$ cat src/rtl/vr_pkg.sv
`default_nettype none
// ============================================================================
// Module      : vr_pkg
// Description : Shared constants and helpers for the VC dispatch selector.
// Revision    : 1.0  initial release
// ============================================================================
package vr_pkg;

    // Arbitration mode encodings for the ARB_MODE parameter
    localparam int ARB_FIXED = 0;
    localparam int ARB_RR    = 1;

    // Wrapping increment: (ptr + 1) mod n, valid for any n >= 1
    function automatic int mod_inc(input int ptr, input int n);
        return (ptr + 1 >= n) ? 0 : ptr + 1;
    endfunction

endpackage
`default_nettype wire

$ cat src/rtl/rr_mask_arbiter.sv
`default_nettype none
// ============================================================================
// Module      : rr_mask_arbiter
// Description : Combinational round-robin arbiter. Searches upward from ptr
//               by masking off requests below ptr; falls back to the full
//               request vector (the wrap-around case) when the mask is empty.
// Revision    : 1.0  initial release
// ============================================================================
module rr_mask_arbiter #(
    parameter int NUM_REQS = 4,
    parameter int IDX_BITS = $clog2(NUM_REQS)
) (
    input  logic [NUM_REQS-1:0] requests,
    input  logic [IDX_BITS-1:0] ptr,
    output logic [NUM_REQS-1:0] grant,
    output logic [IDX_BITS-1:0] index,
    output logic                any
);

    logic [NUM_REQS-1:0] masked;
    logic [NUM_REQS-1:0] search;
    logic                found;

    // Lowest-index request at or above ptr, else lowest-index request overall
    always_comb begin
        masked = '0;
        for (int i = 0; i < NUM_REQS; i++) begin
            masked[i] = requests[i] & (i >= int'(ptr));
        end
        search = (|masked) ? masked : requests;
        grant  = '0;
        index  = '0;
        found  = 1'b0;
        for (int i = 0; i < NUM_REQS; i++) begin
            if (search[i] && !found) begin
                found    = 1'b1;
                grant[i] = 1'b1;
                index    = IDX_BITS'(i);
            end
        end
        any = |requests;
    end

endmodule
`default_nettype wire

$ cat src/rtl/vc_dispatch_sel.sv
`default_nettype none
// ============================================================================
// Module      : vc_dispatch_sel
// Description : Picks the virtual channel of one input port that sends a flit
//               to the output port granted by the switch allocator. Holds a
//               wormhole lock from head to tail flit; skips VCs with no
//               downstream credit. Grant is combinational (0-cycle latency).
// Revision    : 1.0  initial release
// ============================================================================
module vc_dispatch_sel
    import vr_pkg::*;
#(
    parameter int NUM_VC    = 4,
    parameter int NUM_PORTS = 4,
    parameter int ARB_MODE  = 1,
    parameter int VC_BITS   = $clog2(NUM_VC)
) (
    input  logic                              clk,
    input  logic                              reset,
    input  logic [NUM_VC-1:0]                 vc_valid,
    input  logic [NUM_VC-1:0][NUM_PORTS-1:0]  vc_direction,
    input  logic [NUM_VC-1:0]                 vc_tail,
    input  logic [NUM_VC-1:0]                 vc_credit_ok,
    input  logic [NUM_PORTS-1:0]              sel_direction,
    input  logic                              sel_valid,
    output logic [VC_BITS-1:0]                vc_index,
    output logic                              grant_valid,
    output logic                              dispatch,
    output logic                              locked
);

    logic               locked_q, locked_d;
    logic [VC_BITS-1:0] lock_vc_q, lock_vc_d;
    logic [VC_BITS-1:0] rr_ptr_q, rr_ptr_d;

    logic [NUM_VC-1:0]  eligible;
    logic [NUM_VC-1:0]  arb_grant;
    logic [VC_BITS-1:0] arb_idx;
    logic               arb_any;
    logic [NUM_VC-1:0]  lock_oh;
    logic [NUM_VC-1:0]  sel_oh;
    logic               sel_is_tail;

    // A VC competes only if it has a flit, a credit, and heads our way
    always_comb begin
        eligible = '0;
        for (int i = 0; i < NUM_VC; i++) begin
            eligible[i] = vc_valid[i] & vc_credit_ok[i] &
                          (vc_direction[i] == sel_direction);
        end
    end

    generate
        if (ARB_MODE == ARB_RR) begin : g_rr
            rr_mask_arbiter #(
                .NUM_REQS (NUM_VC),
                .IDX_BITS (VC_BITS)
            ) u_arb (
                .requests (eligible),
                .ptr      (rr_ptr_q),
                .grant    (arb_grant),
                .index    (arb_idx),
                .any      (arb_any)
            );
        end else begin : g_fixed
            // Highest eligible index wins: later hits overwrite earlier ones
            always_comb begin
                arb_grant = '0;
                arb_idx   = '0;
                arb_any   = 1'b0;
                for (int i = 0; i < NUM_VC; i++) begin
                    if (eligible[i]) begin
                        arb_grant    = '0;
                        arb_grant[i] = 1'b1;
                        arb_idx      = VC_BITS'(i);
                        arb_any      = 1'b1;
                    end
                end
            end
        end
    endgenerate

    assign lock_oh = NUM_VC'(1) << lock_vc_q;

    // Grant outputs: the locked VC alone while a packet is in flight
    always_comb begin
        vc_index    = '0;
        grant_valid = 1'b0;
        sel_oh      = '0;
        if (reset) begin
            if (locked_q) begin
                vc_index    = lock_vc_q;
                grant_valid = |(lock_oh & eligible);
                sel_oh      = lock_oh;
            end else begin
                vc_index    = arb_idx;
                grant_valid = arb_any;
                sel_oh      = arb_grant;
            end
        end
    end

    assign dispatch    = grant_valid & sel_valid;
    assign sel_is_tail = |(sel_oh & vc_tail);
    assign locked      = locked_q;

    // Lock and pointer next state; only a dispatch changes anything
    always_comb begin
        locked_d  = locked_q;
        lock_vc_d = lock_vc_q;
        rr_ptr_d  = rr_ptr_q;
        if (dispatch) begin
            if (sel_is_tail) begin
                locked_d = 1'b0;
                if (ARB_MODE == ARB_RR) begin
                    rr_ptr_d = VC_BITS'(mod_inc(int'(vc_index), NUM_VC));
                end
            end else if (!locked_q) begin
                locked_d  = 1'b1;
                lock_vc_d = vc_index;
            end
        end
    end

    // State registers with synchronous active-low reset
    always_ff @(posedge clk) begin
        if (!reset) begin
            locked_q  <= 1'b0;
            lock_vc_q <= '0;
            rr_ptr_q  <= '0;
        end else begin
            locked_q  <= locked_d;
            lock_vc_q <= lock_vc_d;
            rr_ptr_q  <= rr_ptr_d;
        end
    end

endmodule
`default_nettype wire

$ cat config.mk
export PLATFORM = sky130hd
export DESIGN_NAME = vc_dispatch_sel
export DESIGN_NICKNAME = d
export VERILOG_FILES = /design/src/rtl/vr_pkg.sv /design/src/rtl/rr_mask_arbiter.sv /design/src/rtl/vc_dispatch_sel.sv
export SDC_FILE = /design/constraint.sdc
export NUM_CORES = 1
export LEC_CHECK = 0
export ABC_AREA = 1
export CORE_MARGIN = 3
export CORE_UTILIZATION = 41
export DETAILED_ROUTE_END_ITERATION = 10
export HOLD_SLACK_MARGIN = 0.02
export PLACE_DENSITY_LB_ADDON = 0.12
export SETUP_SLACK_MARGIN = 0.2
export SLEW_MARGIN = 5
export SYNTH_ARGS = -nofsm -noshare
export SYNTH_HDL_FRONTEND = slang
export SYNTH_SLANG_ARGS = --single-unit
$ cat constraint.sdc
create_clock -name clk -period 2.25 [get_ports clk]
set_clock_uncertainty 0.15 [all_clocks]
set_input_delay 0.45 -clock clk [delete_from_list [all_inputs] [get_ports clk]]
set_output_delay 0.45 -clock clk [all_outputs]
set_load 0.03 [all_outputs]
==> impl_metrics.csv, run 1 <==
group,metric,value,unit
route,drtIter0Drc,34,
status,status,"finished, violations left",
synth,synth_most_common_cell,"nand2_1",
floorplan,initial_utilization,0.439,
clock_tree,root_buffer,"clkbuf_4",
sta,rsz0062_at_grt,"true",
synth,synth.top_cell.area_share,0.218,
route,firstDrtPassIters,4,
route,num_vias,1329,
critical_path,max_stage_delay,0.24,ns
placed_design,dp_hpwl,2.28,mm
global_route,grt_overflow_total,0,
sta,max_freq,384,MHz
clock_tree,htreeDepth,1,
synth,syn_area,880,µm²
global_route,grt_max_degree,9,
sta,max_slew_margin,0.801,
critical_path,ff2ff_setup_slack,0.10,ns
synth,synth-edff-count,0,
global_route,first_global_vias,1098,
floorplan,dieArea,2740,µm²
cells_and_area,area_delta_synth_final,88.5,%
clock_tree,cts_tree,"built",
global_route,grt_pass1_wl,4.63,mm
route,viasPerCell,5.07,
sta,fin_crit_sh,1.16,
critical_path,cp_slowest_cell,"dlygate4sd2_1",
global_route,grt.total_usage,0.220,
route,drc,0,
synth,synth_commonest_cells,"nand2_1 (51), inv_1 (31), nor2_1 (18)",
synth,syn_area_per_cell,5.17,µm²
cells_and_area,diodes,0,
sta,layout_setup_ws,-0.357,ns
status,violations,"negative setup slack",
placed_design,dp.cells,246,
critical_path,arrival,2.01,ns
synth,ys_warn_count,0,
sta,tightestPinTransition,0.295,ns
critical_path,ff2ff_path_depth,15,
synth,ys_ff_latch,5,
critical_path,worst-path-stages,14,
clock_tree,clock-sinks,5,
critical_path,r2r-start,"rr_ptr_q[1]",
route,ant_nets,0,
sta,hold_viol_final,0,
sta,slew_violations,0,
critical_path,cp-end-kind,"primary output",
sta,fin_crit,2.61,ns
placed_design,placed_cell_area,1450,µm²
worst_hold_path,whs_path_depth,2,
critical_path,critical-path-top-delay-family,"simple AND/OR/NAND/NOR gates",
cells_and_area,fillCellCount,134,
clock_tree,cts_buffers,3,
placed_design,portBuffers,39,
synth,synth.distinct_cells,19,
critical_path,worstPathCellList,"dlygate4sd2_1, nand2_1, nand2_1, nor2_2, nand3_2, nand2_4, nor2_4, nand2_2, nand2_2, nand3b_1, inv_2, o21ai_2, inv_2, buf_6",
route,drt-total-wl,3.57,mm
sta,setup_violations,9,
cells_and_area,finalNonFillerCells,262,
run,drv_cap,0,
critical_path,r2r_end,"rr_ptr_q[1]",
synth,synth_fp_nets,205,
pwr,p_per_area,269,nW/µm²
synth,ys_seq_area_frac,0.114,
critical_path,cp-startpoint,"vc_direction[15]",
synth,synth_top_area_cell,"nand2_1",
synth,async_flop_share,0,
pwr,ir_worst_vdd,0.000344,V
critical_path,critPathBufInv,4,
cells_and_area,design_area,1660,µm²
cells_and_area,drive_gt1_frac,0.472,
synth,synth_area_leaders,"nand2_1 (22%), inv_1 (13%), dfxtp_1 (11%)",
route,routedWlPerCell,13.6,µm
critical_path,cp.required,1.65,ns
floorplan,row_count,16,
critical_path,crit_fanout,5,
floorplan,core,2000,µm²
clock_tree,cts_max_path_buffers,2,
floorplan,chipHeight,52.3,µm
clock_tree,path_clk_slew,0.04,ns
critical_path,crit_path_start_kind,"primary input",
global_route,antenna_found_initial,0,
cells_and_area,fin_nets,271,
placed_design,routabilityCongestion,0.920,
clock_tree,hold_buffers,0,
synth,syn_inst,170,
floorplan,io_pins,40,
critical_path,endpoint,"vc_index[1]",
clock_tree,clock_latency,0.23,ns
floorplan,chipWidth,52.3,µm
synth,ys.flop_type,"dfxtp_1",
cells_and_area,final_util,0.828,
pwr,p_leak,0.902,nW
worst_hold_path,hold_path.class,"reg2reg",
critical_path,crit_type,"in2out",
==> repair_timing <==
item	in CTS	in global routing
setup endpoints to repair	9	9
gates cloned	0	0
buffers inserted	8	4
gates resized for setup	71	40
pin swaps	29	25
hold endpoints to repair	0	0
==> layer usage <==
layer	part of all wire	vias up	track usage	wire length [µm]
met5	0	-	0	0
met4	0.013	0	0.0340	47
met3	0.043	8	0.0285	153
met2	0.51	56	0.378	1810
met1	0.44	613	0.293	1550
li1	-	652	-	-
==> report_power, final <==
group | leakage, nW | switching (mW) | internal (mW) | total (mW)
clock network | 0.0150 | 0.0294 | 0.0666 | 0.0960
registers | 0.0409 | 0.00344 | 0.0914 | 0.0948
logic | 0.846 | 0.138 | 0.117 | 0.254
total | 0.902 | 0.171 | 0.275 | 0.445
==> cells by family after synthesis <==
family / after synthesis / share of synthesized area
buffers and inverters: 39 / 0.166
AND/OR/NAND/NOR: 100 / 0.560
flip-flops: 5 / 0.114
AO/OA/AOI/OAI: 26 / 0.159
==> worst min-delay path by stage <==
stage,startpoint,to
finish,rr_ptr_q[0],rr_ptr_q[0]
global route,locked,locked
CTS,rr_ptr_q[0],rr_ptr_q[0]
detailed placement,rr_ptr_q[0],rr_ptr_q[0]
global placement,rr_ptr_q[0],rr_ptr_q[0]
floorplan,lock_vc_q[0],lock_vc_q[0]
==> worst min-delay path, cell delays in order, from the launching register on <==
cell and delay [ns]:
dfxtp_1 0.32, nor2_1 0.10, nor2_1 0.05
==> cells in the final DEF, fill, tap and decap left out, types with 5 or more instances in the layout <==
cell             netlist  final
nand2_1               51     37
inv_1                 31     23
buf_4                  0     22
nand2_2                7     18
nor2_1                18     15
inv_2                  6     10
dlygate4sd2_1          0     10
o21ai_2                0      8
nand3_2                6      7
clkdlybuf4s50_1        0      7
clkdlybuf4s15_1        0      7
nor2_4                 2      6
a21oi_1                6      6
o21ai_1                7      5
buf_6                  0      5
==> flip-flops by register name (all words and copies together) (netlist names) <==
register	cells
lock_vc_q	2
rr_ptr_q	2
locked	1
==> area by class of cell <==
type,instances,area [µm²],area share
multi-input cells,126,790,0.476
repair buffers,61,523,0.315
inverters,39,184,0.111
flip-flops and latches,5,101,0.0611
well taps,27,33.8,0.0204
clock buffers,4,26.3,0.0158
==> per-stage QoR <==
| stage | TNS [ns] | setup WS, ns | power [mW] | hold WS (ns) |
|---|---|---|---|---|
| 5_1_grt | -2.36 | -0.433 | 0.475 | 0.404 |
| 3_3_place_gp | -4.93 | -0.642 | 0.308 | 0.347 |
| 4_1_cts | -0.803 | -0.258 | 0.418 | 0.355 |
| 2_1_floorplan | 0 | 0.147 | 0.204 | 0.318 |
| 3_5_place_dp | -5.42 | -0.692 | 0.314 | 0.350 |
| 6_report | -1.52 | -0.357 | 0.445 | 0.366 |
No activity file was read; power rests on OpenSTA's default activity.
==> inputs of run 2 (changes only) <==
- SKIP_LAST_GASP: unset -> 1
==> run 2 against run 1 <==
  * The run still ends with negative setup slack left
  * Die area unchanged
  * Non-clock buffer count fell by 1
  * Total power is 0.78% lower
  * Design area decreased by 0.98%
==> impl_metrics.csv, run 2 (synthesis results as in run 1) <==
group,metric,value,unit
worst_hold_path,hold_path.class,"reg2reg",
clock_tree,hold_buffers,0,
critical_path,crit_path_start_kind,"primary input",
cells_and_area,diodes,0,
critical_path,endpoint,"vc_index[1]",
pwr,power,0.442,mW
worst_hold_path,whs_path_depth,2,
sta,hold_viol_final,0,
route,ant_nets,0,
route,routedWlPerCell,12.7,µm
global_route,first_global_vias,1104,
route,num_vias,1299,
floorplan,chipWidth,52.3,µm
clock_tree,clock_latency,0.23,ns
cells_and_area,seq_area,101,µm²
critical_path,cp.required,1.65,ns
pwr,ir_worst_vdd,0.000330,V
placed_design,dp_slack,-0.692,ns
floorplan,initial_utilization,0.439,
cells_and_area,multi_input_area,790,µm²
sta,fin_crit_sh,1.15,
critical_path,r2r-start,"rr_ptr_q[1]",
sta,fin_crit,2.58,ns
sta,slew_violations,0,
global_route,grt_pass1_wl,4.64,mm
placed_design,dp_hpwl,2.28,mm
cells_and_area,mostFrequentLayoutCells,"nand2_1 (37), inv_1 (23), buf_4 (23), nand2_2 (18), nor2_1 (15)",
status,violations,"negative setup slack",
clock_tree,path_clk_slew,0.04,ns
floorplan,row_count,16,
critical_path,arrival,1.98,ns
placed_design,routabilityCongestion,0.920,
floorplan,dieArea,2740,µm²
status,status,"finished, violations left",
clock_tree,root_buffer,"clkbuf_4",
route,drc,0,
clock_tree,cts_buffers,3,
sta,max_freq,387,MHz
cells_and_area,final_common_cell,"nand2_1",
cells_and_area,design_area,1640,µm²
placed_design,portBuffers,39,
global_route,grt_overflow_total,0,
floorplan,io_pins,40,
cells_and_area,area_delta_synth_final,86.6,%
route,firstDrtPassIters,4,
route,viasPerCell,4.98,
cells_and_area,fin_nets,270,
sta,layout_setup_ws,-0.334,ns
floorplan,chipHeight,52.3,µm
sta,tightestPinTransition,0.313,ns
critical_path,ff2ff_path_depth,15,
clock_tree,htreeDepth,1,
cells_and_area,fillCellCount,139,
sta,max_slew_margin,0.791,
clock_tree,cts_tree,"built",
cells_and_area,final_util,0.820,
clock_tree,clock-sinks,5,
critical_path,ff2ff_setup_slack,0.11,ns
floorplan,core,2000,µm²
cells_and_area,drive_gt1_frac,0.470,
sta,setup_violations,9,
critical_path,crit_fanout,5,
placed_design,placed_cell_area,1450,µm²
pwr,p_per_area,269,nW/µm²
route,drt-total-wl,3.32,mm
pwr,p_leak,0.897,nW
global_route,grt.total_usage,0.220,
sta,rsz0062_at_grt,"true",
critical_path,cp-end-kind,"primary output",
critical_path,cp-startpoint,"vc_direction[12]",
sta,timing.hold.ws,0.355,ns
clock_tree,cts_max_path_buffers,2,
global_route,grt_max_degree,9,
run,drv_cap,0,
critical_path,crit_type,"in2out",
critical_path,r2r_end,"rr_ptr_q[1]",
global_route,antenna_found_initial,0,
route,drtIter0Drc,37,
==> run 2: changes by cell type in the layout (fill, tap and decap cells not counted), sizes merged <==
cell,change
dlygate4sd2,+1
buf,-1
clkdlybuf4s15,-1
==> run 2: timing repair <==
action | 4_1_cts | 5_1_grt
setup buffers | 8 | 3
pin swaps | 29 | 29
resized for setup | 70 | 38
setup endpoints to repair | 9 | 9
endpoints found under the hold margin | 0 | 0
==> run 2: through the flow <==
stage	instances	TNS (ns)
after floorplan	170	0
after global placement	246	-4.93
after detailed placement	246	-5.42
after CTS	258	-0.821
after global routing	261	-2.12
final	261	-1.37
==> run 2: worst min-delay path by stage <==
stage | startpoint | endpoint | slack [ns]
floorplan | lock_vc_q[0] | lock_vc_q[0] | 0.32
global placement | rr_ptr_q[0] | rr_ptr_q[0] | 0.35
detailed placement | rr_ptr_q[0] | rr_ptr_q[0] | 0.35
CTS | rr_ptr_q[0] | rr_ptr_q[0] | 0.36
global route | locked | locked | 0.40
finish | rr_ptr_q[0] | rr_ptr_q[0] | 0.36
==> run 2: routing by layer <==
metal  vias to the layer above  global-route usage  routed length [µm]
met5                         -                   0                   0
met2                        38               0.378                1670
li1                        654                   -                   -
met4                         0              0.0340                  65
met1                       599               0.293                1460
met3                         8              0.0285                 124
==> run 2: area by class of cell <==
cell class,count,area share
flip-flops and latches,5,0.0617
repair buffers,60,0.309
clock buffers,4,0.0160
inverters,39,0.112
multi-input cells,126,0.481
well taps,27,0.0206
==> run 2: critical path, cell delays in order <==
cell	delay [ns]
dlygate4sd2_1	0.26
nand2_2	0.06
nand2_1	0.06
nor2_2	0.13
nand3_2	0.13
nand2_4	0.12
nor2_4	0.06
nand2_2	0.05
nand2_2	0.08
nand3b_1	0.16
inv_2	0.07
o21ai_2	0.16
inv_2	0.05
buf_6	0.13
==> run 2: power by group <==
group	switching (mW)	internal [mW]
clock	0.0294	0.0666
sequential	0.00336	0.0914
combinational	0.135	0.116
total	0.168	0.274
